<file path="config.mk">
export PLATFORM = sky130hd
export DESIGN_NAME = rgb_hue_sequencer
export DESIGN_NICKNAME = d
export VERILOG_FILES = /design/src/rtl/rgb_pkg.sv /design/src/rtl/duty_scale.sv /design/src/rtl/rgb_hue_sequencer.sv
export SDC_FILE = /design/constraint.sdc
export NUM_CORES = 1
export LEC_CHECK = 0
export CORE_ASPECT_RATIO = 2
export CORE_UTILIZATION = 50
export CTS_CLUSTER_SIZE = 14
export DETAILED_ROUTE_END_ITERATION = 10
export GPL_TIMING_DRIVEN = 1
export PLACE_DENSITY = 0.7
export SLEW_MARGIN = 20
export SYNTH_ARGS = -nofsm -noshare
export SYNTH_HDL_FRONTEND = slang
export SYNTH_SLANG_ARGS = --single-unit
</file>
<file path="constraint.sdc">
create_clock -name clk -period 5 [get_ports clk]
set_input_delay 1 -clock clk [delete_from_list [all_inputs] [get_ports clk]]
set_output_delay 1 -clock clk [all_outputs]
set_load 0.01 [all_outputs]
</file>
<file path="src/rtl/rgb_pkg.sv">
// Shared types and helpers for the RGB hue sequencer.
// Latency: n/a (types, constants and pure combinational functions only).
// Backpressure: n/a.
//   DUTY_W / DUTY_MAX : duty width and full-scale duty value
//   phase_t           : hue wheel sector, PH0..PH5 (codes 6/7 are illegal)
//   rgb_t             : packed red/green/blue duty triple
//   next_phase()      : sector successor; illegal codes map to PH0
//   raw_colour()      : unscaled colour for a sector and ramp level
package rgb_pkg;

  localparam int DUTY_W = 8;
  localparam logic [DUTY_W-1:0] DUTY_MAX = 8'd255;

  typedef enum logic [2:0] {
    PH0 = 3'd0,
    PH1 = 3'd1,
    PH2 = 3'd2,
    PH3 = 3'd3,
    PH4 = 3'd4,
    PH5 = 3'd5
  } phase_t;

  typedef struct packed {
    logic [DUTY_W-1:0] r;
    logic [DUTY_W-1:0] g;
    logic [DUTY_W-1:0] b;
  } rgb_t;

  function automatic phase_t next_phase(input phase_t p);
    phase_t n;
    case (p)
      PH0:     n = PH1;
      PH1:     n = PH2;
      PH2:     n = PH3;
      PH3:     n = PH4;
      PH4:     n = PH5;
      default: n = PH0; // PH5 wraps; codes 6/7 recover here as well
    endcase
    return n;
  endfunction

  // Each sector holds one channel at full scale, ramps a second one up or
  // down with the level, and keeps the third off.
  function automatic rgb_t raw_colour(input phase_t p, input logic [DUTY_W-1:0] l);
    rgb_t c;
    logic [DUTY_W-1:0] inv;
    inv = DUTY_MAX - l;
    case (p)
      PH0:     c = '{r: DUTY_MAX, g: l,        b: 8'd0};
      PH1:     c = '{r: inv,      g: DUTY_MAX, b: 8'd0};
      PH2:     c = '{r: 8'd0,     g: DUTY_MAX, b: l};
      PH3:     c = '{r: 8'd0,     g: inv,      b: DUTY_MAX};
      PH4:     c = '{r: l,        g: 8'd0,     b: DUTY_MAX};
      PH5:     c = '{r: DUTY_MAX, g: 8'd0,     b: inv};
      default: c = '0; // illegal sector: dark until the next tick repairs it
    endcase
    return c;
  endfunction

endpackage

</file>
<file path="src/rtl/duty_scale.sv">
// Scales one raw channel duty by the global brightness: (raw * (bright+1)) >> 8.
// Latency: combinational, zero cycles.
// Backpressure: none; output follows the inputs continuously.
//   raw    : unscaled duty 0..255
//   bright : brightness, 255 = identity, 0 = off
//   scaled : scaled duty
module duty_scale
  import rgb_pkg::*;
(
  input  logic [DUTY_W-1:0] raw,
  input  logic [DUTY_W-1:0] bright,
  output logic [DUTY_W-1:0] scaled
);

  logic [8:0]  bright_p1;
  logic [16:0] prod;
  logic        unused_prod_msb;

  // bright+1 needs the ninth bit so that full brightness multiplies by 256
  assign bright_p1 = {1'b0, bright} + 9'd1;
  assign prod      = {9'd0, raw} * {8'd0, bright_p1};
  assign scaled    = prod[15:8];

  // 255 * 256 never reaches bit 16
  assign unused_prod_msb = prod[16];

endmodule

</file>
<file path="src/rtl/rgb_hue_sequencer.sv">
// Fades RGB PWM duties around the hue wheel, scaled by a global brightness.
// Latency: state -> stage regs 1 cycle; stage -> duty_* on the edge where period_end=1.
// Backpressure: none; duties are only handed over when the PWM stage flags period end.
//   clk, rst_n        : system clock, async active-low reset
//   en                : run prescaler and hue state (0 freezes them)
//   bright            : global brightness 0..255
//   period_end        : last-cycle pulse from the PWM stage
//   duty_r/g/b        : duties presented to the PWM stage
//   duty_upd          : one-cycle pulse, duty_* were loaded at this edge
module rgb_hue_sequencer
  import rgb_pkg::*;
#(
  parameter int STEP_DIV = 390625, // clk cycles per hue step, >= 2
  parameter int STEP     = 1       // level increment per hue step, 1..255
) (
  input  logic              clk,
  input  logic              rst_n,
  input  logic              en,
  input  logic [DUTY_W-1:0] bright,
  input  logic              period_end,
  output logic [DUTY_W-1:0] duty_r,
  output logic [DUTY_W-1:0] duty_g,
  output logic [DUTY_W-1:0] duty_b,
  output logic              duty_upd
);

  localparam int               CNT_W    = $clog2(STEP_DIV);
  localparam logic [CNT_W-1:0] CNT_LAST = CNT_W'(STEP_DIV - 1);
  localparam logic [8:0]       STEP_9   = 9'(STEP);

  logic [CNT_W-1:0]  cnt;
  logic              tick;
  phase_t            phase;
  logic [DUTY_W-1:0] level;
  logic [8:0]        level_sum;
  logic [DUTY_W-1:0] level_sat;
  rgb_t              raw;
  logic [DUTY_W-1:0] scaled_r, scaled_g, scaled_b;
  rgb_t              stage;

  // ---------------------------------------------------------------- prescaler
  assign tick = en && (cnt == CNT_LAST);

  always_ff @(posedge clk or negedge rst_n) begin
    if (!rst_n) begin
      cnt <= '0;
    end else if (en) begin
      cnt <= tick ? '0 : cnt + CNT_W'(1);
    end
  end

  // -------------------------------------------------------------- hue state
  // Sum in 9 bits so a large STEP near the top saturates instead of wrapping.
  assign level_sum = {1'b0, level} + STEP_9;
  assign level_sat = level_sum[8] ? DUTY_MAX : level_sum[7:0];

  always_ff @(posedge clk or negedge rst_n) begin
    if (!rst_n) begin
      phase <= PH0;
      level <= '0;
    end else if (tick) begin
      // An illegal sector code goes straight to PH0 with the ramp restarted.
      if (level == DUTY_MAX || phase > PH5) begin
        level <= '0;
        phase <= next_phase(phase);
      end else begin
        level <= level_sat;
      end
    end
  end

  // ---------------------------------------------------------------- scaling
  assign raw = raw_colour(phase, level);

  duty_scale u_scale_r (.raw(raw.r), .bright(bright), .scaled(scaled_r));
  duty_scale u_scale_g (.raw(raw.g), .bright(bright), .scaled(scaled_g));
  duty_scale u_scale_b (.raw(raw.b), .bright(bright), .scaled(scaled_b));

  // -------------------------------------------------- stage and output regs
  // The stage always holds the colour from the previous cycle, so a tick
  // landing on the period_end edge hands over the pre-tick colour.
  always_ff @(posedge clk or negedge rst_n) begin
    if (!rst_n) begin
      stage    <= '0;
      duty_r   <= '0;
      duty_g   <= '0;
      duty_b   <= '0;
      duty_upd <= 1'b0;
    end else begin
      stage <= '{r: scaled_r, g: scaled_g, b: scaled_b};
      if (period_end) begin
        duty_r   <= stage.r;
        duty_g   <= stage.g;
        duty_b   <= stage.b;
        duty_upd <= 1'b1;
      end else begin
        duty_upd <= 1'b0;
      end
    end
  end

endmodule

</file>
# Yosys cells after proc, flatten, opt, wreduce, memory -nomap -nowiden
# Index checks and enable logic that the tools add are counted.
[word_totals] regBits=79 output_inout_bits=25 elab_cells=35
[classes] addsub=4 multipliers=3 magnitude_cmp=1 eq_ne=7 n_mux=6 reduce_logical=4
[op_table] op="$pmux 24 s6" n=1
[op_table] op="$mul 8x9->16" n=3
[op_table] op="$add 19x1->19 const B" n=1
[op_table] op="$eq 19x19->1 const B" n=1
[op_table] op="$mux 19" n=1
[op_table] op="$add 8x1->9 const B" n=2
[op_table] op="$mux 8" n=2
[op_table] op="$pmux 3 s5" n=1
[op_table] op="$eq 8x8->1 const B" n=1
[op_table] op="$sub 8x8->8 const A" n=1
[op_table] op="$eq 3x2->1 const B" n=2
[op_table] op="$eq 3x3->1 const B" n=2
[op_table] op="$eq 3x1->1 const B" n=1
[op_table] op="$gt 3x3->1 const B" n=1
[op_table] op="$logic_not 3->1" n=1
[op_table] op="$reduce_and 2->1" n=1
[op_table] op="$logic_and 1x1->1" n=1
[op_table] op="$logic_or 1x1->1" n=1
[op_table] op="$mux 1" n=1

# Logic depth before layout (Yosys ltp)
# Gate-level depths: netlist of run 1.
[logic_depth] word_depth=3 mapped_depth=22

# Hierarchy
# From an unflattened synthesis of run 1, not the netlist that was laid out.
[hier_totals] cells_unflattened=1074 hier_area_um2=10390.0
[by_module_without_submodules] module="rgb_hue_sequencer" instances=1 cells_each=323 area_each_um2=3547.2
[by_module_without_submodules] module="duty_scale at u_scale_r" instances=1 cells_each=262 area_each_um2=2366.0
[by_module_without_submodules] module="duty_scale at u_scale_g" instances=1 cells_each=245 area_each_um2=2239.6
[by_module_without_submodules] module="duty_scale at u_scale_b" instances=1 cells_each=244 area_each_um2=2237.1

# Least setup slack after synthesis of run 1
# OpenSTA, ideal clock, no wires.
[synth_path] path_type="input-to-reg" start="in bright[0]" end="reg stage[23] (netlist name)" setup_time_ns=0.080 t_arrival_ns=5.692 required_time_ns=4.920 path_slack_ns=-0.772 path_stages=17 n_path_buf=1 cell_sequence="ha_1 > nand3_1 > nor2_1 > xnor2_1 > clkbuf_1 > nor2_1 > fa_1 > fa_1 > fa_1 > inv_1 > fa_1 > inv_1 > ha_1 > a2111oi_0 > a31oi_1 > a221oi_1 > xnor2_1"
[synth_via] elab_chain_cells=2
[synth_lines] item="from (decl)" line="rgb_hue_sequencer.sv:19" rtl="input logic [DUTY_W-1:0] bright,"
[synth_lines] item="$add 8x1->9" line="duty_scale.sv:20" rtl="assign bright_p1 = {1'b0, bright} + 9'd1;"
[synth_lines] item="$mul 8x9->16" line="duty_scale.sv:21" rtl="assign prod = {9'd0, raw} * {8'd0, bright_p1};"
[synth_lines] item="net scaled_r[7]" line="rgb_hue_sequencer.sv:38" rtl="logic [DUTY_W-1:0] scaled_r, scaled_g, scaled_b;"
[synth_lines] item="to (signal assigned)" line="rgb_hue_sequencer.sv:90" rtl="stage <= '{r: scaled_r, g: scaled_g, b: scaled_b};"
[synth_lines] item="to (decl)" line="rgb_hue_sequencer.sv:39" rtl="rgb_t stage;"
# The timed path passes the listed nets, and every way through them passes these cells.
# A chain may end at the register's enable or synchronous reset.

# Worst setup path after layout of run 1
[layout_path] start="in bright[0]" end="reg stage[5] (netlist name)"
[layout_via] elab_chain_cells=2
[layout_lines] item="$add 8x1->9" line="duty_scale.sv:20"
[layout_lines] item="$mul 8x9->16" line="duty_scale.sv:21"
[layout_lines] item="net scaled_b[5]" line="rgb_hue_sequencer.sv:38"
# The timed path passes the listed nets, and every way through them passes these cells.

==> results of run 1 <==
area by class of cell:
cell class | instances | area share (%)
multi-input cells | 811 | 59.8
clock buffers | 9 | 1.71
inverters | 165 | 4.72
well taps | 259 | 2.45
repair buffers | 235 | 15.6
clock inverters | 6 | 0.711
flip-flops and latches | 79 | 15.0
cell families (layout without fill, tap and decap cells):
family          Yosys count  in the layout  synth area share [%]
flops                    79             79                  20.2
fa+ha+maj               220            220                  37.4
mux                      26             26                  2.98
buf+inv                 207            415                  8.14
compound gates          120            120                  8.08
simple gates            385            385                  17.9
xor+xnor                 59             60                  5.29
worst reg2reg max path, delay by kind of cell (launching register included):
kind	cells	cell delay, ns
DFF	1	0.47
and+or+nand+nor	4	0.37
adders and majority gates	5	2.33
buffers and inverters	9	1.13
AOI/OAI and AO/OA	3	0.43
xor gates and xnor gates	1	0.12
sequential cells by signal, summed over array words and instances (netlist names):
| signal | flops |
|---|---|
| cnt | 19 |
| duty_b | 8 |
| duty_g | 8 |
| duty_r | 8 |
| duty_upd | 1 |
| level | 8 |
| phase | 3 |
| stage | 24 |
routing by layer:
metal  share of wire (%)  wire (µm)
met1                  35       9360
met5                   0          0
met2                  56      14900
met4                 6.3       1690
met3                 2.4        640
worst paths after layout:
kind                       cells past startpoint                     to            startpoint
hold / removal                                 1  duty_r[5]$_DFFE_PN0P_   stage[21]$_DFF_PN0_
hold reg to reg                                1  duty_r[5]$_DFFE_PN0P_   stage[21]$_DFF_PN0_
max in group asynchronous                      1   phase[0]$_DFFE_PN0P_                 rst_n
min in group asynchronous                      1    cnt[17]$_DFFE_PN0P_                 rst_n
setup reg to reg                              22     stage[5]$_DFF_PN0_  phase[1]$_DFFE_PN0P_
setup / recovery                              23     stage[5]$_DFF_PN0_             bright[0]
what timing repair did:
item | in CTS | in global routing
setup endpoints to repair | 24 | 24
gates resized for setup | 105 | 65
gates cloned | 1 | 1
setup buffers | 32 | 15
hold buffers | 0 | 0
pin swaps | 81 | 44
stage by stage:
| step | cells | setup slack (ns) | hold slack, ns |
|---|---|---|---|
| after detailed placement | 1501 | -1.11 | 0.462 |
| after floorplan | 1096 | -0.255 | 0.454 |
| final | 1564 | -0.130 | 0.475 |
| after global routing | 1564 | -0.301 | 0.490 |
| after global placement | 1501 | -0.960 | 0.458 |
| after CTS | 1549 | -0.116 | 0.475 |
power by group through the flow:
stage          sequential (mW)  combinational (mW)  clock, mW
2_1_floorplan            0.814                1.22          0
3_3_place_gp             0.816                1.94          0
3_5_place_dp             0.820                1.99          0
4_1_cts                  0.808                2.19      0.724
5_1_grt                  0.818                2.58      0.750
6_report                 0.807                2.36      0.711
layout by cell type (no fill, tap or decap), types with 7 or more instances in the layout:
| cell type | instances |
|---|---|
| clkbuf_16 | 10 |
| nand4_1 | 10 |
| o21ai_0 | 20 |
| buf_4 | 171 |
| xnor2_1 | 34 |
| nand2_1 | 62 |
| fa_1 | 115 |
| clkdlybuf4s50_1 | 27 |
| buf_6 | 20 |
| a21oi_1 | 24 |
| nand3_2 | 7 |
| ha_4 | 17 |
| dfrtp_1 | 78 |
| nand3_1 | 15 |
| inv_2 | 11 |
| nor2_4 | 9 |
| o211ai_1 | 7 |
| or2_2 | 9 |
| a211oi_1 | 10 |
| buf_12 | 9 |
| a21oi_2 | 9 |
| nand2b_1 | 28 |
| a211o_1 | 10 |
| mux2_2 | 24 |
| inv_1 | 152 |
| xor2_1 | 16 |
| nor2_2 | 17 |
| nor2_1 | 170 |
| ha_1 | 83 |
==> reports/metrics.csv, run 1 <==
stage;metric;value;unit
synthesis;Post-synth top cells;nor2_1, inv_1, fa_1, ha_1, dfrtp_1;
timing;Slew HR;35.7;%
clock_network;H-tree depth;3;
synthesis;Netlist cell types;59;
clock_network;CTS Buf Count;9;
timing;RSZ-0062 raised after global routing;yes;
global_route;largest net degree at the start of global routing;80;
placement;GP Congestion;0.949;
floorplanning;# IOs;37;
synthesis;Yosys top cell by area;fa_1;
power;total power;3.87;mW
power;Switching Power;1.47;mW
routing;WL/cell;17.0;µm
setup_path;CP cell instances;buf_8 -> ha_4 -> nand3_4 -> buf_6 -> xor2_4 -> buf_6 -> nor2_2 -> fa_1 -> fa_1 -> fa_1 -> inv_1 -> fa_1 -> inv_2 -> ha_4 -> a211oi_4 -> buf_4 -> buf_4 -> buf_4 -> buf_4 -> buf_4 -> o22ai_4 -> nor2_2 -> xnor2_1;
synthesis;cell area after synthesis;9770;µm²
floorplanning;Rows;72;
power;Reg power frac;20.8;%
synthesis;Synth async-reset ratio;100;%
synthesis;top cells by area, synth;fa_1, dfrtp_1, ha_1;
final_layout;share of cells above drive strength 1;29.9;%
setup_path;critical path's top delay family;adder cells;
clock_network;CTS tree;done;
clock_network;Worst-Skew Late Latency;0.35;ns
timing;clock skew;0.0131;ns
final_layout;n_diodes;0;
power;sw frac;37.9;%
global_route;first-pass GRT wire length;43100;µm
routing;drt first pass iters;5;
final_layout;area of the multi-input gates;7900;µm²
floorplanning;die area;20100;µm²
synthesis;Ys Warns;0;
synthesis;syn nets;1328;
setup_path;highest-delay cell along the critical path;fa_1;
global_route;met1 Use GR;28.8;%
timing;Setup-failing EPs final;11;
floorplanning;Core Region;19300;µm²
worst_hold_path;Hold WC Path Type;register to register;
global_route;global route overflow;0;
global_route;GR Util All Layers;28.0;%
setup_path;maximum fanout along the worst path;4;
setup_path;CP max stage delay;0.53;ns
final_layout;area grow syn2layout;35.1;%
placement;Final HPWL DP;20700;µm
global_route;most heavily used metal layer in global routing;met2;
setup_path;R2R setup slack;0.03;ns
placement;Area after DPL;11800;µm²
timing;setup TNS;-0.630;ns
power;Peak VDD IR;0.000352;V
routing;Post-Route WL;26600;µm
final_layout;fin util;68.5;%
synthesis;Primary FF master, synth;dfrtp_1;
floorplanning;Starting Density;50.7;%
routing;DRC;0;
timing;Slew Viols, Final;0;
global_route;met3 GRT Util;2.76;%
job;maxcap violations;0;
power;Logic pwr share;60.8;%
power;Clock power frac;18.3;%
setup_path;critical setup path kind;input pin to register;
timing;Slew @ Worst Pin;0.965;ns
routing;vias per cell;5.43;
floorplanning;die height;200;µm
power;total power divided by cell area;293;nW/µm²
final_layout;fill count;1544;
clock_network;CTS sink count;79;
timing;Final period util;103;%
setup_path;Arr. time, crit path;5.36;ns
clock_network;Bufs on Longest Clock Path;2;
routing;Final ANT Viol Nets;0;
final_layout;register area;1980;µm²
timing;Min Clock Period, post-route;5.13;ns
final_layout;Final Net Count;1533;
synthesis;Synth Instances;1096;
floorplanning;Chip Width;101;µm
clock_network;Reg clk slew, reported paths;0.06;ns
timing;maximum clock rate;195;MHz
global_route;vias in the first global route;9235;
routing;via count;8492;
synthesis;most frequent cell after synthesis;nor2_1;
placement;Buffers on Ports;36;
timing;final worst setup slack;-0.130;ns
timing;final hold vios;0;
synthesis;register bit total from synthesis;79;
global_route;initial antenna violation count;0;
setup_path;crit path capture type;register;
synthesis;Seq/Total Area, Yosys;20.2;%
power;P_int;2.41;mW
setup_path;CP Data Required Time;5.23;ns
synthesis;EDFF count, synth;0;
setup_path;Buf/Inv on CP;10;
setup_path;crit start category;input pin;
synthesis;syn_area_per_cell;8.92;µm²
setup_path;Critical Path Most Common Cell;buf_4;
clock_network;root buffer cell;clkbuf_16;
status;status;finished, violations left;
synthesis;Yosys top cell area share;24.6;%
power;static leakage;6.58;nW
routing;DR iter-0 viols;436;
status;violated checks;setup timing;
final_layout;post-route cell area;13200;µm²
global_route;GR met2 Demand/Resource;51.7;%
No activity file was read; power rests on OpenSTA's default activity.
==> inputs of run 2 (changes only) <==
--- a/config.mk
+++ b/config.mk
@@ -11,7 +11,7 @@
 export DETAILED_ROUTE_END_ITERATION = 10
 export GPL_TIMING_DRIVEN = 1
 export PLACE_DENSITY = 0.7
-export SLEW_MARGIN = 20
+export SLEW_MARGIN = 10
 export SYNTH_ARGS = -nofsm -noshare
 export SYNTH_HDL_FRONTEND = slang
 export SYNTH_SLANG_ARGS = --single-unit
==> results of run 2 <==
Same layout as run 1: the final DEF is identical, and so are final timing and power.
==> RTL change: new RTL, settings of run 1 <==
Register the output `duty_g` once more, without a reset; this adds one clock of latency there. The other outputs are not delayed to match.
--- a/src/rtl/rgb_hue_sequencer.sv
+++ b/src/rtl/rgb_hue_sequencer.sv
@@ -27,6 +27,8 @@
   localparam int               CNT_W    = $clog2(STEP_DIV);
   localparam logic [CNT_W-1:0] CNT_LAST = CNT_W'(STEP_DIV - 1);
   localparam logic [8:0]       STEP_9   = 9'(STEP);
+
+  logic [DUTY_W-1:0] duty_g_s0;
 
   logic [CNT_W-1:0]  cnt;
   logic              tick;
@@ -83,14 +85,14 @@
     if (!rst_n) begin
       stage    <= '0;
       duty_r   <= '0;
-      duty_g   <= '0;
+      duty_g_s0 <= '0;
       duty_b   <= '0;
       duty_upd <= 1'b0;
     end else begin
       stage <= '{r: scaled_r, g: scaled_g, b: scaled_b};
       if (period_end) begin
         duty_r   <= stage.r;
-        duty_g   <= stage.g;
+        duty_g_s0 <= stage.g;
         duty_b   <= stage.b;
         duty_upd <= 1'b1;
       end else begin
@@ -99,5 +101,9 @@
     end
   end
 
+  always_ff @(posedge clk) begin
+    duty_g <= duty_g_s0;
+  end
+
 endmodule
 
Behaviour: same outputs for any inputs over 10 cycles, from zero or initial values and one cycle with rst_n low; that may be too few to reach the edited logic, so the function may still have changed.
==> RTL change against run 1 <==
- the flow still finishes with violations (negative setup slack)
- sequential cell count grew 8
- final area decreased by 0.55%
- worst setup slack got worse by 120 ps
- die area is 0.62% higher
- first-iteration DRC count is 4.1% higher
- core utilization down 0.38 points
- maximum frequency decreased by 2.3%
- via count is 0.12% higher
- total power rose by 12%
- synthesized area is 0.63% higher
- routed wire length is 2.0% higher
- non-clock buffer count rose by 7
==> RTL change: results (changes against run 1) <==
Yosys
In the synthesized netlist, the cells that appear most often are nor2_1 (200), inv_1 (164), fa_1 (120). The share of synthesized area spent on multiplexers is 0.0295 (-0.000313). The proportion of netlist area held by the largest area contributor is 0.244 (-0.00153). The gate count of the mapped netlist is 1094 (-0.18%).

The share of synthesized area occupied by flip-flops and latches was 0.217 (+0.0150). The post-synthesis area per instance is 8.99 sq um (+0.81%). The parity-gate share of the synthesized area counting xor and xnor cells is 0.0517 (-0.00122). The total nets after synthesis is 1326 (-0.15%). Ranked by total cell area, the synthesized netlist is headed by fa_1 (24%), dfrtp_1 (20%), ha_1 (13%). The compound-gate portion of the synthesized area is 0.0735 (-0.00725).

Placement
The setup slack at placement is -1180 ps (-70.8 ps). The placed instance area was 11800 sq um (-0.21%). The final weighted congestion in routability-driven placement is 0.890 (-6.2%). The half-perimeter wire length after placement is 20000 um (-3.6%).

Final layout
The non-clock buffer total of the final layout came to 242 (+3.0%). The number of logic inverters in the finished layout came to 164 (-0.61%). The sequential cell area share is 0.163 (+0.0130). The fraction of final layout cells with drive strength greater than 1 came to 0.300 (+0.00107).

The clock tree cell share of total cell area was 0.0214 (-0.00273). The post-layout instance count excluding filler cells is 1566 (+0.13%). The proportion of final cell area spent on non-clock buffers is 0.159 (+0.00324).

The fraction of area in multi-input gates is 0.585 (-0.0134). The number of multi-input combinational cells is 799 (-1.5%). The number of filler instances in the final layout was 1527 (-1.1%).

The number of nets in the final layout is 1535 (+0.13%).

GRT
The first-pass GRT wire length was 43300 um (+0.53%). The met2 usage in global routing is 0.519 (+0.00195). The met1 track utilization from global routing is 0.263 (-0.0248). The global routing met3 resource utilization is 0.0391 (+0.0114). The total global-route track usage came to 0.279 (-0.00138). The number of global-route vias before repair was 9256 (+0.23%).

STA
The clock tree skew after final layout is 12.5 ps (-0.582 ps). The final hold slack came to 364 ps (-110 ps). The total of endpoints with negative setup slack in the final report came to 19 (+8).

The worst-case setup margin in the final layout was -253 ps (-122 ps). The worst-case headroom to the max-slew limit was 0.510 (+0.153). The final setup TNS is -3200 ps (-2570 ps).

Outcome
The checks that failed: negative setup slack. The run finished, with violations left.

Critical path
The critical path data arrival time is 5530 ps (+170 ps). The maximum fanout along the worst path came to 5 (+1). The setup slack of the worst register-to-register path came to -140 ps (-170 ps).

Drt
The total vias in the final route is 8502 (+0.12%). The DRC marker count from the first detailed-route iteration is 454 (+4.1%). The wire length on met3 is 1010 um (+58%).

Power
The part of the total power dissipated in the clock network is 0.156 (-0.027). The combinational-cell power consumption came to 2.78 mW (+18%). The power density of the placed cells was 329 nW/um^2 (+12%).

The reported leakage power is 6.61 nW (+0.41%). The cell-internal power is 2.60 mW (+8.0%). The worst vdd rail ir drop is 0.000852 V (+140%).
## RTL change: repair_timing
| action | in CTS | in global routing |
|---|---|---|
| resized for setup | 114 | 64 |
| pin swaps | 100 | 76 |
| setup endpoints to repair | 24 | 21 |
| buffers inserted | 31 | 19 |
| gates cloned | 1 | 0 |
## RTL change: final timing paths
check,start,end,depth (start not counted)
max,bright[1],stage[15],20
max in group asynchronous,rst_n,phase[0],1
min,duty_g_s0[0],duty_g[0],0
min reg2reg,duty_g_s0[0],duty_g[0],0
min in group asynchronous,rst_n,cnt[5],1
max reg2reg,phase[0],stage[19],21
## RTL change: critical path, cell delays in order
cell     delay (ps)
buf_8           100
ha_4            160
buf_6           120
xnor2_2         160
buf_6           170
buf_6           130
nor2_2           40
fa_2            340
inv_2            60
fa_1            440
fa_1            530
inv_2            40
fa_1            460
ha_1            330
nand3_2          90
nor3_4          200
or4b_4          510
a31oi_4         260
o41a_4          200
mux2i_1         170
